===== config.mk =====
export PLATFORM = sky130hd
export DESIGN_NAME = shift_tick_gen
export DESIGN_NICKNAME = d
export VERILOG_FILES = /design/src/rtl/shift_pkg.sv /design/src/rtl/sync_debounce.sv /design/src/rtl/shift_tick_gen.sv
export SDC_FILE = /design/constraint.sdc
export NUM_CORES = 1
export LEC_CHECK = 0
export CAP_MARGIN = 0
export CORE_AREA = 5 5 42 44
export DETAILED_ROUTE_END_ITERATION = 12
export DIE_AREA = 0 0 47 49
export SYNTH_ARGS = -nofsm -noshare
export SYNTH_HDL_FRONTEND = slang
export SYNTH_SLANG_ARGS = --single-unit

===== constraint.sdc =====
create_clock -name clk -period 1.53 [get_ports clk]
set_input_delay 0.306 -clock clk [delete_from_list [all_inputs] [get_ports clk]]
set_output_delay 0.306 -clock clk [all_outputs]
set_load 0.01 [all_outputs]

===== src/rtl/shift_pkg.sv =====
// Shared constants for the LED shift-chain step-enable generator.
package shift_pkg;

    localparam int   N_BITS     = 16;
    localparam int   FAST_DIV   = 4;
    localparam int   SLOW_DIV   = 16;
    localparam int   DEB_CYCLES = 4;

    localparam logic RATE_FAST  = 1'b1;
    localparam logic RATE_SLOW  = 1'b0;

    // Width of a counter that must hold values 0..n-1 (never narrower than 1 bit)
    function automatic int cnt_w(input int n);
        return (n <= 2) ? 1 : $clog2(n);
    endfunction

endpackage


===== src/rtl/sync_debounce.sv =====
// Two-flop synchroniser for the asynchronous rate select, followed by a
// debounce counter that only accepts a new level after DEB_CYCLES
// consecutive mismatching samples. o_chg_now is the combinational
// "rate_q changes on this edge" term so the prescaler can restart on the
// same edge the registered rate_chg pulse is set.
module sync_debounce #(
    parameter int   DEB_CYCLES = shift_pkg::DEB_CYCLES,
    parameter logic RST_RATE   = shift_pkg::RATE_FAST
) (
    input  logic clk,
    input  logic rst,
    input  logic rate_in,
    output logic rate_q,
    output logic rate_chg,
    output logic o_chg_now
);
    import shift_pkg::*;

    localparam int DW = cnt_w(DEB_CYCLES);

    logic          r_s1;
    logic          r_s2;
    logic          r_rate_q;
    logic          r_rate_chg;
    logic [DW-1:0] r_cnt;
    logic          w_mismatch;
    logic          w_last;

    // Accept the new level when the run of mismatches reaches DEB_CYCLES
    always_comb begin
        w_mismatch = (r_s2 != r_rate_q);
        w_last     = (r_cnt == DW'(DEB_CYCLES - 1));
        o_chg_now  = w_mismatch && w_last;
    end

    // Metastability guard: rate_in -> s1 -> s2
    always_ff @(posedge clk or posedge rst) begin
        if (rst) begin
            r_s1 <= RST_RATE;
            r_s2 <= RST_RATE;
        end else begin
            r_s1 <= rate_in;
            r_s2 <= r_s1;
        end
    end

    // Debounce: any matching sample throws away the partial run
    always_ff @(posedge clk or posedge rst) begin
        if (rst) begin
            r_cnt      <= '0;
            r_rate_q   <= RST_RATE;
            r_rate_chg <= 1'b0;
        end else begin
            r_rate_chg <= 1'b0;
            if (!w_mismatch) begin
                r_cnt <= '0;
            end else if (w_last) begin
                r_rate_q   <= r_s2;
                r_cnt      <= '0;
                r_rate_chg <= 1'b1;
            end else begin
                r_cnt <= r_cnt + DW'(1);
            end
        end
    end

    assign rate_q   = r_rate_q;
    assign rate_chg = r_rate_chg;

endmodule


===== src/rtl/shift_tick_gen.sv =====
// Step-enable generator for the LED shift chain: debounced rate select
// plus a prescaler producing a one-cycle tick every FAST_DIV or SLOW_DIV
// cycles. Optional feature macro: SHIFT_TICK_HOLD_EN adds a hold input
// that freezes the prescaler without stopping the debouncer.
module shift_tick_gen #(
    parameter int   FAST_DIV   = shift_pkg::FAST_DIV,
    parameter int   SLOW_DIV   = shift_pkg::SLOW_DIV,
    parameter int   DEB_CYCLES = shift_pkg::DEB_CYCLES,
    parameter logic RST_RATE   = shift_pkg::RATE_FAST
) (
    input  logic clk,
    input  logic rst,
    input  logic rate_in,
`ifdef SHIFT_TICK_HOLD_EN
    input  logic hold,
`endif
    output logic tick,
    output logic rate_q,
    output logic rate_chg
);
    import shift_pkg::*;

    localparam int CW = cnt_w(SLOW_DIV);

    logic          w_rate_q;
    logic          w_chg_now;
    logic          w_hold;
    logic [CW-1:0] w_div_m1;
    logic [CW-1:0] r_cnt;
    logic          r_tick;

    sync_debounce #(
        .DEB_CYCLES (DEB_CYCLES),
        .RST_RATE   (RST_RATE)
    ) u_sync_debounce (
        .clk       (clk),
        .rst       (rst),
        .rate_in   (rate_in),
        .rate_q    (w_rate_q),
        .rate_chg  (rate_chg),
        .o_chg_now (w_chg_now)
    );

`ifdef SHIFT_TICK_HOLD_EN
    assign w_hold = hold;
`else
    assign w_hold = 1'b0;
`endif

    // Terminal count for the rate currently in effect
    always_comb begin
        w_div_m1 = (w_rate_q == RATE_FAST) ? CW'(FAST_DIV - 1) : CW'(SLOW_DIV - 1);
    end

    // Prescaler: a rate switch restarts the period (and beats a coincident
    // wrap), so the count is always below the new divisor; hold only
    // freezes the count and masks tick
    always_ff @(posedge clk or posedge rst) begin
        if (rst) begin
            r_cnt  <= '0;
            r_tick <= 1'b0;
        end else if (w_chg_now) begin
            r_cnt  <= '0;
            r_tick <= 1'b0;
        end else if (w_hold) begin
            r_tick <= 1'b0;
        end else if (r_cnt == w_div_m1) begin
            r_cnt  <= '0;
            r_tick <= 1'b1;
        end else begin
            r_cnt  <= r_cnt + CW'(1);
            r_tick <= 1'b0;
        end
    end

    assign tick   = r_tick;
    assign rate_q = w_rate_q;

endmodule


After elaboration in Yosys (flattened, before gate mapping)
Index checks and enable logic that the tools add are counted.
Word-level totals
  bits in registers: 11
Operators by class
  $add $sub $neg: 2
  equal/unequal tests: 3
  multiplexer cells: 9
  reduce and logical (&&, ||, !) cells: 2
Operators by type and width (count)
  $mux W4: 3
  $add A4 B1 Y4 const B: 1
  $eq A4 B4 Y1: 1
  $mux W1: 4
  $mux W2: 2
  $add A2 B1 Y2 const B: 1
  $eq A2 B2 Y1 const B: 1
  $reduce_and A2 Y1: 1
  $logic_and A1 B1 Y1: 1
  $ne A1 B1 Y1: 1

Depth between registers and ports, before layout
Gate-level depths: netlist of run 1.
  word-level depth: 4
  gate-level depth with buffers: 4
  depth with buffers taken out: 3

Cells and area by module
Synthesis of run 1 repeated with hierarchy kept, for this count alone.
Second synthesis, totals
  cell total of the unflattened synthesis: 35
  area, all modules: 470.5 µm²
Modules (own cells, without submodules)
  shift_tick_gen: instances 1, cells an instance 22, area an instance 255.2 µm², sequential area each 125.1 µm²
  sync_debounce: instances 1, cells an instance 13, area an instance 215.2 µm², sequential area each 153.9 µm²

Worst setup path after synthesis of run 1
No wires, ideal clock.
  path kind: register -> register
  from: register u_sync_debounce.r_rate_q (netlist: u_sync_debounce.rate_q)
  to: register r_tick (netlist: tick)
  arrival: 1143 ps
  data required time: 1410 ps
  path slack: 267 ps
  stages on the path, launching flop included: 5
  path through: dfstp_2 > xor2_1 > and2_1 > buf_6 > and3b_1
RTL lines
  start: declaration: RTL line sync_debounce.sv:23  | logic r_rate_q;
  start signal: assignment: RTL line sync_debounce.sv:58  | r_rate_q <= r_s2;
  $ne A1 B1 Y1: RTL line sync_debounce.sv:31  | w_mismatch = (r_s2 != r_rate_q);
  $logic_and A1 B1 Y1: RTL line sync_debounce.sv:33  | o_chg_now = w_mismatch && w_last;
  via u_sync_debounce.o_chg_now: RTL line sync_debounce.sv:15  | output logic o_chg_now
  $mux W1: RTL line shift_tick_gen.sv:62  | end else if (w_chg_now) begin
  end signal: assignment: RTL line shift_tick_gen.sv:61  | r_tick <= 1'b0;
  end signal: assignment: RTL line shift_tick_gen.sv:64  | r_tick <= 1'b0;
  end signal: assignment: RTL line shift_tick_gen.sv:66  | r_tick <= 1'b0;
  end: declaration: RTL line shift_tick_gen.sv:30  | logic r_tick;
The timed path passes the listed nets, and every way through them passes these cells.
A chain may end at the register's enable or synchronous reset.

Worst setup path in the final report of run 1
  from: register r_tick (netlist: tick)
  to: output port tick
RTL lines
  end: declaration: RTL line shift_tick_gen.sv:17  | output logic tick,
No word-level cell between the ends.

==> results.sh, run 1 <==
export IMPL_outcome="finished clean"
export IMPL_portBuffers=5
export IMPL_first_pass_grt_wire_length_um=1120
export IMPL_wl_final_um=674
export IMPL_die_area_um2=2300
export IMPL_min_path_type="primary input to async pin"
export IMPL_timing_hold_violations_final=0
export IMPL_fmax_ghz=0.703
export IMPL_grt_ovfl_total=0
export IMPL_cts_sinks=11
export IMPL_grt_use_total=0.0700
export IMPL_met3_global_route_usage=0.0258
export IMPL_skew_ns=0.00468
export IMPL_slew_violations=0
export IMPL_net_count_after_synthesis=37
export IMPL_area_delta_synth_final_pct=19.1
export IMPL_synthesis_instances=32
export IMPL_coreArea_um2=1400
export IMPL_ir_drop_v=0.000680
export IMPL_cts_tree="done"
export IMPL_synth_sequential_area_ratio=0.635
export IMPL_max_cap_violations=0
export IMPL_worstMarginPinSlew_ns=0.402
export IMPL_n_antenna_cell=0
export IMPL_relSlewSlack=0.732
export IMPL_cp_top_family="buffers and inverters"
export IMPL_rsz0062_at_grt="no"
export IMPL_avgSynthCellArea_um2=13.7
export IMPL_die_w_um=47
export IMPL_layout_commonest_cell="dfrtp_1"
export IMPL_timing_critical_path_required_ns=1.22
export IMPL_worstPathBufferInverterCount=1
export IMPL_design_final_nets=46
export IMPL_clock_insertion_delay_worst_skew_ns=0.27
export IMPL_crit_type="register to output port"
export IMPL_first_global_vias=291
export IMPL_total_neg_setup_slack_ns=0
export IMPL_power_per_cell_area_nw_per_um2=1890
export IMPL_cts_hold_buf=0
export IMPL_final_antenna_net_count=0
export IMPL_placement_setup_worst_slack_ns=0.139
export IMPL_critPathMaxStageDelay_ns=0.52
export IMPL_vias_per_cell=4.77
export IMPL_post_route_cells_drive_above_1_share=0.150
export IMPL_post_synth_top_area_cell="dfrtp_1"
export IMPL_dr_first_iter_drc_count=7
export IMPL_final_hold_slack_ns=0.317
export IMPL_cts_reportedPaths_clkPinSlew_ns=0.07
export IMPL_numCtsBuffers=3
export IMPL_mostFrequentLayoutCells="dfrtp_1 (8), clkdlybuf4s50_1 (4), clkbuf_4 (3), dfstp_2 (3)"
export IMPL_vertical_extent_of_the_die_um=49
export IMPL_setup_viol=0
export IMPL_yosysTopAreaCellShare=0.456
export IMPL_dr_total_vias=267
export IMPL_post_route_fraction_of_the_period_consumed_by_the_critical_path=0.929
export IMPL_post_route_cell_area_um2=523
export IMPL_synth_ff_latch_count=11
export IMPL_rows=14
export IMPL_first_pass_drt_iterations=4
export IMPL_cts_setup_buffers=0
export IMPL_synth_distinct_cells=19
export IMPL_netlist_area_um2=439
export IMPL_cp_cell_sequence="clkdlybuf4s50_1"
export IMPL_clock_path_buffers=2
export IMPL_critPathMaxFanout=1
export IMPL_routabilityCongestion=0.876
export IMPL_dp_hpwl_um=500
export IMPL_setup_ws_ns=0.108
export IMPL_clock_tree_htree_level_count=1
export IMPL_final_min_clock_period_ns=1.42
export IMPL_grt_busiest_layer="met2"
export IMPL_clockRootBuffer="clkbuf_4"
export IMPL_cp_slowest_cell="clkdlybuf4s50_1"
export IMPL_grt_max_degree=12
export IMPL_worst_endpoint_arrival_ns=1.12
export IMPL_post_drt_wl_per_cell_um=12.0
export IMPL_groute_layer_met2_usage=0.104
export IMPL_top_level_ports=6
export IMPL_critical_path_startpoint_type="register"
export IMPL_leakage_uw=0.000234
export IMPL_met1_track_utilization_from_global_routing=0.0688
export IMPL_route_detailed_drc=0
export IMPL_antenna_found_initial=0
export IMPL_endpoint_type_of_the_worst_setup_path="output port"
export IMPL_synth_top_cells_by_area="dfrtp_1 (46%), dfstp_2 (18%), ha_1 (5.7%), xor2_1 (4.0%), a211oi_1 (3.4%)"
export IMPL_postPlaceCellArea_um2=498
export IMPL_starting_density_of_the_core=0.313
export IMPL_yosysWarnings=0
[Yosys cell counts (all sizes together)]
master / n
nand2: 1
ha: 2
nand2b: 1
inv: 1
xor2: 2
and2: 2
a211oi: 2
or2b: 1
o22ai: 1
buf: 1
dfrtp: 8
nand3: 1
mux2: 1
nor3b: 1
and3b: 1
dfstp: 3
nor2b: 1
nand3b: 1
a21oi: 1
[per-stage QoR]
stage	utilization	total power (µW)	instances
global route	0.373	1050	56
detailed placement	0.355	805	52
floorplan	-	697	32
CTS	0.373	994	56
global placement	0.355	773	52
finish	0.373	986	56
[layout make-up]
class	count	area [µm²]
fillers	140	878
inverters	1	3.75
repair buffers	5	48.8
multi-input cells	19	145
clock buffers	4	26.3
well taps	16	20.0
flip-flops and latches	11	279
[registers in the layout (all words and copies together), names as in the netlist]
register                  flops
u_sync_debounce.r_cnt         2
u_sync_debounce.r_s1          1
u_sync_debounce.rate_chg      1
tick                          1
u_sync_debounce.r_s2          1
u_sync_debounce.rate_q        1
r_cnt                         4
[timing repair]
action                                 CTS  global route
setup endpoints to repair                1             0
endpoints found under the hold margin    0             0
resized for setup                        1             0
[routing by layer]
layer  part of all wire  vias up
li1                   -      125
met1               0.41      126
met2               0.47       12
met3              0.088        4
met4              0.030        0
met5                  0        -
[power by group]
| part | switching, µW | total [µW] | internal, µW |
|---|---|---|---|
| Combinational | 146 | 310 | 164 |
| Clock | 93.8 | 195 | 101 |
| Sequential | 77.3 | 481 | 404 |
| Total | 317 | 986 | 669 |
[worst paths after layout]
path | startpoint | endpoint | slack, ns | cells past startpoint
max | tick | tick | 0.11 | 1
min | rst | u_sync_debounce.r_cnt[0] | 0.32 | 2
max reg2reg | u_sync_debounce.rate_q | r_cnt[0] | 0.19 | 3
min reg2reg | u_sync_debounce.r_s1 | u_sync_debounce.r_s2 | 0.36 | 0
max in group asynchronous | rst | u_sync_debounce.r_s2 | 0.90 | 2
min in group clk | u_sync_debounce.r_s1 | u_sync_debounce.r_s2 | 0.36 | 0
[kinds of logic (layout without fill, tap and decap cells)]
logic type	Yosys count	count (layout)	share of synthesized area
DFF	11	11	0.635
and+or+nand+nor	10	10	0.148
AOI/OAI and AO/OA	4	4	0.0598
adders and majority gates	2	2	0.0570
xor gates and xnor gates	2	2	0.0399
buffers and inverters	2	10	0.0342
muxes	1	1	0.0256
Power figures use the tool's default switching activity.
==> run 2: changes to the inputs <==
- CTS_BUF_LIST: default -> sky130_fd_sc_hd__clkbuf_8
==> results.sh, run 2 (synthesized netlist as in run 1, its figures left out) <==
export IMPL_outcome="finished clean"
export IMPL_netSwitchingFraction=0.305
export IMPL_clockRootBuffer="clkbuf_8"
export IMPL_leakage_uw=0.000246
export IMPL_critical_path_startpoint_type="register"
export IMPL_post_route_fraction_of_the_period_consumed_by_the_critical_path=0.903
export IMPL_cp_slowest_cell="clkdlybuf4s50_1"
export IMPL_timing_critical_path_required_ns=1.22
export IMPL_postPlaceCellArea_um2=498
export IMPL_n_fill_cell=138
export IMPL_wl_final_um=684
export IMPL_clock_path_buffers=2
export IMPL_fmax_ghz=0.724
export IMPL_skew_ns=0.00354
export IMPL_slew_violations=0
export IMPL_mostFrequentLayoutCells="dfrtp_1 (8), clkdlybuf4s50_1 (4), clkbuf_8 (3), dfstp_2 (3)"
export IMPL_final_antenna_net_count=0
export IMPL_critPathMaxFanout=1
export IMPL_r2r_slack_ns=0.19
export IMPL_layout_commonest_cell="dfrtp_1"
export IMPL_post_route_cells_drive_above_1_share=0.150
export IMPL_cts_reportedPaths_clkPinSlew_ns=0.05
export IMPL_final_min_clock_period_ns=1.38
export IMPL_worst_endpoint_arrival_ns=1.08
export IMPL_largest_register="r_cnt"
export IMPL_critPathMaxStageDelay_ns=0.52
export IMPL_worstPathBufferInverterCount=1
export IMPL_power_share_sequential=0.449
export IMPL_routabilityCongestion=0.876
export IMPL_dr_first_iter_drc_count=5
export IMPL_die_area_um2=2300
export IMPL_rsz0062_at_grt="no"
export IMPL_cts_setup_buffers=0
export IMPL_setup_viol=0
export IMPL_relSlewSlack=0.732
export IMPL_area_delta_synth_final_pct=23.4
export IMPL_worstMarginPinSlew_ns=0.401
export IMPL_post_route_cell_area_um2=542
export IMPL_grt_ovfl_total=0
export IMPL_antenna_found_initial=0
export IMPL_crit_type="register to output port"
export IMPL_largest_register_ff_count=4
export IMPL_total_neg_setup_slack_ns=0
export IMPL_design_final_nets=46
export IMPL_first_global_vias=288
export IMPL_portBuffers=5
export IMPL_coreArea_um2=1400
export IMPL_placement_setup_worst_slack_ns=0.139
export IMPL_endpoint_type_of_the_worst_setup_path="output port"
export IMPL_grt_max_degree=12
export IMPL_ir_drop_v=0.000768
export IMPL_power_per_cell_area_nw_per_um2=1980
export IMPL_clock_insertion_delay_worst_skew_ns=0.24
export IMPL_post_drt_wl_per_cell_um=12.2
export IMPL_p_sw_uw=327
export IMPL_vias_per_cell=4.79
export IMPL_internal_power_uw=745
export IMPL_fin_util=0.387
export IMPL_dr_total_vias=268
export IMPL_clock_tree_htree_level_count=1
export IMPL_n_antenna_cell=0
export IMPL_grt_use_total=0.0728
export IMPL_dp_hpwl_um=500
export IMPL_min_path_type="primary input to async pin"
export IMPL_timing_hold_violations_final=0
export IMPL_first_pass_drt_iterations=4
export IMPL_setup_ws_ns=0.148
export IMPL_die_w_um=47
export IMPL_top_level_ports=6
export IMPL_biggest_regs="r_cnt x4, u_sync_debounce.r_cnt x2"
export IMPL_share_clk_of_total_power=0.260
export IMPL_first_pass_grt_wire_length_um=1170
export IMPL_starting_density_of_the_core=0.313
export IMPL_cts_tree="done"
export IMPL_power_combinational_fraction=0.290
export IMPL_cp_top_family="buffers and inverters"
export IMPL_cts_sinks=11
export IMPL_vertical_extent_of_the_die_um=49
export IMPL_cp_cell_sequence="clkdlybuf4s50_1"
export IMPL_rows=14
export IMPL_numCtsBuffers=3
export IMPL_route_detailed_drc=0
export IMPL_max_cap_violations=0
## run 2: cell types whose count changed in the layout (fill, tap and decap cells not counted), sizes merged
cell,delta
clkbuf,-1
inv,+1
## run 2: layer usage
layer | track usage | share of wire | vias up
met3 | 0.0258 | 0.079 | 5
met2 | 0.104 | 0.47 | 11
met1 | 0.0780 | 0.41 | 129
li1 | - | - | 123
met4 | 0.0691 | 0.041 | 0
met5 | 0 | 0 | -
## run 2: cell type report
type                            count  area [µm²]  area share
Inverter                            1        3.75     0.00693
Clock inverter                      1        3.75     0.00693
Timing Repair Buffer                5        48.8      0.0901
Clock buffer                        3        41.3      0.0762
Sequential cell                    11         279       0.515
Tap cell                           16        20.0      0.0370
Multi-Input combinational cell     19         145       0.268
## run 2: power by group through the flow
stage | combinational, µW | clock (µW) | sequential (µW)
2_1_floorplan | 219 | 0 | 478
3_3_place_gp | 298 | 0 | 475
3_5_place_dp | 318 | 0 | 487
4_1_cts | 314 | 284 | 482
5_1_grt | 349 | 299 | 497
6_report | 312 | 279 | 482
## run 2: timing repair
action                                  in CTS  in global routing
endpoints found under the setup margin       1                  0
hold buffers                                 0                  0
gates resized for setup                      1                  0
## run 2: worst paths after layout
| path | start | end | depth (start not counted) |
|---|---|---|---|
| worst min-delay path | rst | u_sync_debounce.r_cnt[0] | 2 |
| max in group asynchronous | rst | u_sync_debounce.rate_q | 2 |
| worst min register to register | u_sync_debounce.r_s1 | u_sync_debounce.r_s2 | 0 |
| min in group clk | u_sync_debounce.r_s1 | u_sync_debounce.r_s2 | 0 |
| worst max register to register | u_sync_debounce.rate_q | r_cnt[0] | 3 |
| worst max-delay path | tick | tick | 1 |
## run 2: through the flow
| stage | hold WS, ns | power [µW] | std cells |
|---|---|---|---|
| after floorplan | 0.156 | 697 | 32 |
| after global placement | 0.349 | 773 | 52 |
| after detailed placement | 0.349 | 805 | 52 |
| after CTS | 0.359 | 1080 | 56 |
| after global routing | 0.365 | 1150 | 56 |
| final | 0.354 | 1070 | 56 |
==> run 3: changes to the inputs <==
- CTS_CLUSTER_SIZE: default -> 30
- SKIP_LAST_GASP: default -> 1
==> results of run 3 <==
The final DEF is identical to that of run 2; final timing and power are the same.
